--- src/rtl/match_event_logger.sv ---
// match_event_logger: timestamps match pulses into a show-ahead FIFO with match count and sticky overflow; MATCH_CNT_SAT_EN makes match_count saturate
module match_event_logger #(
  parameter int TS_W = 16,
  parameter int CNT_W = 8,
  parameter int DEPTH = 4
) (
  input  logic                       clk,
  input  logic                       reset,
  input  logic                       match,
  input  logic                       ev_ready,
  input  logic                       clr_ovf,
  output logic                       ev_valid,
  output logic [TS_W-1:0]            ev_time,
  output logic [$clog2(DEPTH+1)-1:0] fifo_level,
  output logic [CNT_W-1:0]           match_count,
  output logic                       overflow
);
  localparam int AW = $clog2(DEPTH);
  localparam int LW = $clog2(DEPTH + 1);
  logic [TS_W-1:0] ts_q, ts_d;
  logic [AW-1:0] wp_q, wp_d, rp_q, rp_d;
  logic [LW-1:0] lvl_q, lvl_d;
  logic [CNT_W-1:0] cnt_q, cnt_d;
  logic ovf_q, ovf_d, pop, push;
  logic [TS_W-1:0] mem_q [DEPTH];
  logic [TS_W-1:0] mem_d [DEPTH];
  always_comb begin
    pop = lvl_q != '0 && ev_ready;
    push = match && (lvl_q != LW'(DEPTH) || pop);
    ts_d = ts_q + TS_W'(1);
    wp_d = push ? wp_q + AW'(1) : wp_q;
    rp_d = pop ? rp_q + AW'(1) : rp_q;
    lvl_d = lvl_q + LW'(push) - LW'(pop);
`ifdef MATCH_CNT_SAT_EN
    cnt_d = (match && cnt_q != '1) ? cnt_q + CNT_W'(1) : cnt_q;
`else
    cnt_d = cnt_q + CNT_W'(match);
`endif
    ovf_d = (match && !push) || (ovf_q && !clr_ovf);
    mem_d = mem_q;
    if (push) mem_d[wp_q] = ts_q;
  end
  always_ff @(posedge clk) begin
    if (reset) begin
      ts_q <= '0;
      wp_q <= '0;
      rp_q <= '0;
      lvl_q <= '0;
      cnt_q <= '0;
      ovf_q <= 1'b0;
    end else begin
      ts_q <= ts_d;
      wp_q <= wp_d;
      rp_q <= rp_d;
      lvl_q <= lvl_d;
      cnt_q <= cnt_d;
      ovf_q <= ovf_d;
    end
  end
  always_ff @(posedge clk) mem_q <= mem_d;
  assign ev_valid = lvl_q != '0;
  assign ev_time = ev_valid ? mem_q[rp_q] : '0;
  assign fifo_level = lvl_q;
  assign match_count = cnt_q;
  assign overflow = ovf_q;
endmodule

--- config.mk ---
export PLATFORM = sky130hd
export DESIGN_NAME = match_event_logger
export DESIGN_NICKNAME = d
export VERILOG_FILES = /design/src/rtl/match_event_logger.sv
export SDC_FILE = /design/constraint.sdc
export NUM_CORES = 1
export LEC_CHECK = 0
export BUFFER_PORTS_ARGS = -buffer_cell sky130_fd_sc_hd__buf_4
export CAP_MARGIN = 20
export CORE_MARGIN = 10
export CORE_UTILIZATION = 25
export CTS_BUF_LIST = sky130_fd_sc_hd__clkbuf_8
export DETAILED_ROUTE_END_ITERATION = 10
export HOLD_SLACK_MARGIN = 0.15
export PLACE_DENSITY = 0.5
export SYNTH_ARGS = -nofsm -noshare
export SYNTH_HDL_FRONTEND = slang
export SYNTH_SLANG_ARGS = --single-unit
export TNS_END_PERCENT = 100
--- constraint.sdc ---
create_clock -name clk -period 7 [get_ports clk]
set_input_delay 0.35 -clock clk [delete_from_list [all_inputs] [get_ports clk]]
set_output_delay 0.35 -clock clk [all_outputs]
set_load 0.05 [all_outputs]
==> metrics.yaml, run 1 <==
setup_path:
  crit_type: "flop to output pin"
  rr_endpoint: "fifo_level[2]"
  r2r_slack_ns: 4.54
  rr_worst_depth: 11
  cp.arrival_ns: 2.20
  worstSetupStartpointType: "flop"
  endpoint: "ev_time[3]"
  crit_fanout: 17
  critPathRequiredTime_ns: 6.65
  crit_start: "rp_q[1]"
  worstReg2RegStart: "fifo_level[1]"
  endpoint_kind: "output pin"
synthesis:
  synth-adder-area-share_pct: 3.39
  synth.avg_cell_area_sq_um: 14.7
  yosys-top-cells-area: "edfxtp_1, dfxtp_1, mux4_2"
  yosys.area_share.xor_xnor_pct: 2.01
  ys_seq_elements: 96
  synth_top_family_by_area: "simple AND/OR/NAND/NOR gates"
  synth_compound_area_share_pct: 3.93
  yosys_warnings: 0
  synth.mux.area_fraction_pct: 10.3
  synth_top_area_share_pct: 49.1
  seq_area_frac_synth_pct: 65.4
  synthesis.area_sq_mm: 0.00392
  synth_nets: 282
  synth_cells: 267
  ys_types: 34
  yosys.area.top_type: "edfxtp_1"
  synthSimpleGateAreaFrac_pct: 12.8
cells_and_area:
  diodes: 0
  multi_input_area_sq_mm: 0.00128
  seqCellArea_sq_mm: 0.00256
  mostFrequentLayoutCell: "edfxtp_1"
  drive_gt1_share_pct: 24.3
  utilization_pct: 30.3
  stdcell_count: 520
  fillCellCount: 1540
  final_cell_mix: "edfxtp_1, buf_4, dfxtp_1, nor2_1"
  syn_to_final_growth_pct: 17.8
  num-nets-final: 319
routing:
  dr.pass1.iters: 4
  antenna_left: 0
  drtIter0Drc: 165
  viasPerCell: 4.22
  drc: 0
  finalWirelength_microns: 7820
  routedWlPerCell_microns: 15.0
  vias: 2192
clock_network:
  cts-resized-gates: 0
  cts_buffer_depth: 2
  cts_setup_buffers: 0
  cts.clk_slew.worst_paths_ns: 0.09
  cts_buffers: 9
  cts.htree.levels: 3
  ctsHoldBuffers: 0
  clk_latency_ns: 0.37
  root_buffer: "clkbuf_8"
  cts_tree: "built"
  cts.sinks: 96
placement:
  dp.cells: 504
  place_congestion: 0.672
  hpwlAfterDp_microns: 4810
  io_buffers: 33
run:
  max_cap_viol_count: 0
global_routing:
  grt_max_degree: 37
  grt_pass1_vias: 2271
  grt_pass1_wl_microns: 12600
  track_usage_pct: 7.54
  gr-total-overflow: 0
  antenna_found_initial: 0
worst_hold_path:
  hp-class: "primary input to flop"
timing:
  period_share_pct: 36.4
  drv_slew: 0
  finalClockSkew_ns: 0.0131
  finalSetupTns_ns: 0
  min_period_ns: 2.55
  finalSetupViolCount: 0
  relSlewSlack_pct: 30.0
  worst_pin_slew_ns: 1.05
  fmax_mhz: 393
  rsz0062_at_grt: "false"
  finalHoldViolCount: 0
floorplan:
  core-area_sq_mm: 0.0153
  dieWidth_microns: 145
  initial_utilization_pct: 25.7
  die_height_microns: 145
  io_pins: 34
  die_area_sq_mm: 0.0211
  rows: 45
pwr:
  leakage_nw: 1.61
  power.density_mw_per_mm2: 346
  ir_drop_mv: 0.168
status:
  outcome: "finished clean"
==> state kept, by name, summed over array words and instances (netlist names) <==
signal       flops
overflow         1
wp_q             2
mem_q           64
fifo_level       3
match_count      8
ts_q            16
rp_q             2
==> cell type report <==
type                            count  area share, %
Sequential cell                    96           55.5
Clock inverter                      6           1.63
Multi-Input combinational cell    152           27.6
Timing Repair Buffer               35           5.69
Inverter                           10          0.813
Clock buffer                       10           2.98
Tap cell                          211           5.72
==> worst min-delay path by stage <==
stage                              start        endpoint  cells past startpoint
after floorplan                 ts_q[15]       mem_q[15]                      0
after global placement    match_count[7]  match_count[7]                      2
after detailed placement  match_count[7]  match_count[7]                      2
after CTS                        clr_ovf        overflow                      4
after global routing             clr_ovf        overflow                      4
final                            clr_ovf        overflow                      4
==> per-layer routing <==
metal  global-route usage [%]  wire, microns
met5                        0              0
met4                     2.73            114
met3                     2.83            302
met2                     11.3           3600
met1                     9.69           3810
==> worst max-delay path, cell delays in order, from the launching register on <==
cell and delay (ns):
dfxtp_1 1.03, mux4_2 0.44, and2b_1 0.18, buf_4 0.18
==> synthesized netlist by cell type <==
master	number
or4_1	5
or3_1	4
or4b_1	1
nor3_1	2
buf_1	2
edfxtp_1	64
buf_2	4
nor2b_1	16
clkbuf_1	2
and2_1	1
xnor2_1	2
or3_2	1
and3_1	4
xor2_1	7
dfxtp_1	32
nand2_1	7
mux4_2	16
o311ai_0	1
nor4b_1	1
inv_1	10
and2b_1	9
nor4_1	4
nand3_2	1
nand4_1	4
ha_1	9
o21ai_0	7
nand4_2	1
o31ai_1	6
nand3_1	8
fa_1	1
buf_6	1
nor2_1	17
a21oi_1	13
mux2_2	4
==> stage by stage <==
stage | power, mW | instance area [sq um] | worst slack [ns] | hold slack, ns
6_report | 1.60 | 4620 | 4.45 | 0.282
5_1_grt | 1.69 | 4620 | 4.27 | 0.285
4_1_cts | 1.63 | 4620 | 4.38 | 0.268
3_5_place_dp | 1.25 | 4400 | 4.50 | 0.492
3_3_place_gp | 1.24 | 4400 | 4.51 | 0.468
2_1_floorplan | 1.08 | 3920 | 4.43 | 0.475
==> cells by family (layout without fill, tap and decap cells) <==
family,Yosys count,count (layout)
flip-flops,96,96
multiplexers,20,20
buffers and inverters,19,61
AND/OR/NAND/NOR,86,86
adder cells (fa/ha/maj),10,10
AO/OA/AOI/OAI,27,27
XOR/XNOR,9,9
==> power by group <==
group	total [mW]	internal (mW)	switching (mW)
Clock	0.382	0.180	0.202
Sequential	0.678	0.643	0.0346
Combinational	0.536	0.197	0.338
Total	1.60	1.02	0.575
No activity file was read; power rests on OpenSTA's default activity.
==> run 2, diff against run 1 <==
--- a/config.mk
+++ b/config.mk
@@ -5,6 +5,7 @@
 export SDC_FILE = /design/constraint.sdc
 export NUM_CORES = 1
 export LEC_CHECK = 0
+export ABC_AREA = 1
 export BUFFER_PORTS_ARGS = -buffer_cell sky130_fd_sc_hd__buf_4
 export CAP_MARGIN = 20
 export CORE_MARGIN = 10
==> constraint.sdc (replaced) <==
create_clock -name clk -period 2.4 [get_ports clk]
set_input_delay 0.12 -clock clk [delete_from_list [all_inputs] [get_ports clk]]
set_output_delay 0.12 -clock clk [all_outputs]
set_load 0.05 [all_outputs]
==> run 2 against run 1 <==
Net effect: synthesized cell count up 52%; total power increased to 3.1 times the previous value; wire length up 12%; core utilization hardly changed; sequential share of layout area fell by 1.9 points; clock power grew to 2.7 times the previous value; first-iteration DRC count fell by 28%; sequential power rose to 2.9 times the previous value.
==> metrics.yaml, run 2 <==
routing:
  finalWirelength_microns: 8780  # +12%
  viasPerCell: 4.15  # -1.5%
  antenna_left: 0  # unchanged
  routedWlPerCell_microns: 13.1  # -13%
  dr.pass1.iters: 5  # +1
  drtIter0Drc: 119  # -28%
  drc: 0  # unchanged
  vias: 2786  # +27%
placement:
  place_congestion: 0.736  # +9.5%
  placedInstanceArea_sq_mm: 0.00453  # +2.8%
  io_buffers: 33  # unchanged
  hpwlAfterDp_microns: 5410  # +13%
setup_path:
  crit_start: "fifo_level[1]"
  rr_worst_depth: 12  # +1
  cp.arrival_ns: 2.45  # +0.25 ns
  endpoint_kind: "flop"
  worstReg2RegStart: "fifo_level[1]"
  crit_fanout: 4  # -13
  endpoint: "fifo_level[2]"
  crit_type: "flop to flop"
  rr_endpoint: "fifo_level[2]"
  worstSetupStartpointType: "flop"
  critPathRequiredTime_ns: 2.65  # -4.00 ns
  r2r_slack_ns: 0.20  # -4.34 ns
pwr:
  power.density_mw_per_mm2: 1030  # +200%
  p_total_mw: 4.94  # +210%
  leakage_nw: 1.84  # +14%
  seqPwrFrac_pct: 39.6  # -2.9 points
  power.internal_mw: 2.91  # +180%
  pwr-share-clk_pct: 20.9  # -3.0 points
  p_switching_mw: 2.04  # +250%
  ir_drop_mv: 0.637  # +280%
  swShare_pct: 41.2  # +5.2 points
  power_frac_comb_pct: 39.5  # +5.9 points
floorplan:
  core-area_sq_mm: 0.0158  # +3.7%
  initial_utilization_pct: 25.5  # -0.17 points
  rows: 46  # +2.2%
  dieWidth_microns: 147  # +1.3%
  die_height_microns: 147  # +1.3%
  io_pins: 34  # unchanged
  die_area_sq_mm: 0.0216  # +2.6%
cells_and_area:
  multi_input_area_sq_mm: 0.00124  # -2.6%
  mostFrequentLayoutCell: "nor2_1"
  diodes: 0  # unchanged
  final_area_sq_mm: 0.00479  # +3.8%
  syn_to_final_growth_pct: 18.7
  utilization_pct: 30.3  # about the same
  seqCellArea_sq_mm: 0.00257  # +0.15%
  largest_register: "mem_q"
  largest_reg_flops: 64  # unchanged
  num-nets-final: 465  # +46%
  final_cell_mix: "nor2_1, edfxtp_1, nand2_1, buf_4, inv_1"
  fillCellCount: 1635  # +6.2%
  drive_gt1_share_pct: 15.6  # -8.7 points
synthesis:
  synth_top_area_share_pct: 47.6  # -1.4 points
  yosys_warnings: 0  # unchanged
  ys.flop_type: "edfxtp_1"
  yosys.area.top_type: "edfxtp_1"
  synth_edf_count: 64  # unchanged
  yosysMostFrequentCell: "nor2_1"
  synthesis.area_sq_mm: 0.00404  # +3.0%
  synth_nets: 421  # +49%
  synth_cells: 406  # +52%
  ys_seq_elements: 96  # unchanged
  ys_types: 28  # -18%
  synth.avg_cell_area_sq_um: 9.94  # -32%
  async_reset_ff_share_pct: 0  # unchanged
  synth_common_cells: "nor2_1, edfxtp_1, nand2_1"
  seq_area_frac_synth_pct: 63.5  # -1.9 points
  yosys-top-cells-area: "edfxtp_1, dfxtp_1, nor2_1"
timing:
  drv_slew: 0  # unchanged
  period_share_pct: 91.7
  fmax_mhz: 454
  finalSetupViolCount: 0  # unchanged
  worst_pin_slew_ns: 0.570  # -0.478 ns
  finalHoldViolCount: 0  # unchanged
  finalClockSkew_ns: 0.0106  # -0.00249 ns
  relSlewSlack_pct: 61.9  # +32 points
  finalSetupTns_ns: 0  # unchanged
  min_period_ns: 2.20
  rsz0062_at_grt: "false"
clock_network:
  clk_latency_ns: 0.36  # about the same
  cts.clk_slew.worst_paths_ns: 0.09  # about the same
  cts.sinks: 96  # unchanged
  cts_buffer_depth: 2  # unchanged
  root_buffer: "clkbuf_8"
  cts_tree: "built"
  cts_setup_buffers: 0  # unchanged
  cts.htree.levels: 3  # unchanged
  cts_buffers: 9  # unchanged
run:
  max_cap_viol_count: 0  # unchanged
global_routing:
  antenna_found_initial: 0  # unchanged
  grt_max_degree: 36  # -2.7%
  track_usage_pct: 8.33  # +0.79 points
  grt_pass1_wl_microns: 14300  # +13%
  grt_pass1_vias: 2726  # +20%
  gr-total-overflow: 0  # unchanged
status:
  outcome: "finished clean"
worst_hold_path:
  hp-class: "flop to flop"
[run 2: changes by cell type after synthesis, sizes merged, moves of 5 or more]
cell,delta
a21oi,+12
and2b,-9
buf,+5
inv,+30
mux4,-16
nand2,+36
nor2,+96
nor2b,-16
o21ai,+32
o31ai,-6
or3,-5
or4,-5
[run 2: worst min path at each step]
stage | start | to | slack (ns) | cells past startpoint
after floorplan | clr_ovf | overflow | 0.29 | 3
after global placement | clr_ovf | overflow | 0.40 | 4
after detailed placement | clr_ovf | overflow | 0.40 | 4
after CTS | match_count[7] | match_count[7] | 0.52 | 2
after global routing | fifo_level[2] | fifo_level[2] | 0.56 | 2
final | match_count[7] | match_count[7] | 0.52 | 2
[run 2: layout make-up]
cell class                      instances  area share (%)
Sequential cell                        96            53.6
Multi-Input combinational cell        256            25.9
Timing Repair Buffer                   47            7.68
Tap cell                              216            5.64
Inverter                               40            3.13
Clock buffer                            9            2.59
Clock inverter                          7            1.44
[run 2: worst max-delay path: stages (launching register included)]
cell and delay [ns]:
dfxtp_2 0.37, nor2_2 0.15, nand2_2 0.09, nand2_1 0.12, inv_1 0.07, ha_1 0.29, inv_1 0.05, ha_1 0.13
inv_1 0.05, fa_1 0.40, xnor2_2 0.16, o21ai_0 0.17, a21oi_1 0.05
[run 2: what timing repair did]
item	in CTS	in global routing
resized for setup	0	2
endpoints found under the setup margin	0	1
hold endpoints to repair	19	0
hold buffers	6	0
[run 2: cells by family (layout without fill, tap and decap cells)]
logic type	Yosys count	after routing	synth area share, %
AO/OA/AOI/OAI	66	66	8.25
flip-flops	96	96	63.5
AND/OR/NAND/NOR	175	175	17.9
adder cells (fa/ha/maj)	10	10	3.29
buffers and inverters	54	103	6.04
XOR/XNOR	5	5	1.09
[run 2: through the flow]
step           setup WS, ns  hold WS (ns)  std cells
2_1_floorplan        0.0500         0.291        406
3_3_place_gp          0.297         0.396        649
3_5_place_dp          0.168         0.396        649
4_1_cts               0.139         0.522        671
5_1_grt              0.0339         0.559        671
6_report              0.198         0.516        671
[run 2: routing by layer]
| metal | vias to the layer above | global-route usage [%] | routed length [microns] |
|---|---|---|---|
| met4 | 0 | 2.82 | 157 |
| met3 | 16 | 3.10 | 464 |
| met1 | 1296 | 10.3 | 4150 |
| met2 | 47 | 13.1 | 4010 |
| li1 | 1427 | - | - |
| met5 | - | 0 | 0 |
[run 2: power groups by stage]
stage	clock network, mW	logic, mW	registers (mW)
after floorplan	0	1.28	2.07
after global placement	0	1.96	1.98
after detailed placement	0	1.97	1.99
after CTS	1.08	1.98	1.95
after global routing	1.15	2.12	1.97
final	1.04	1.95	1.96
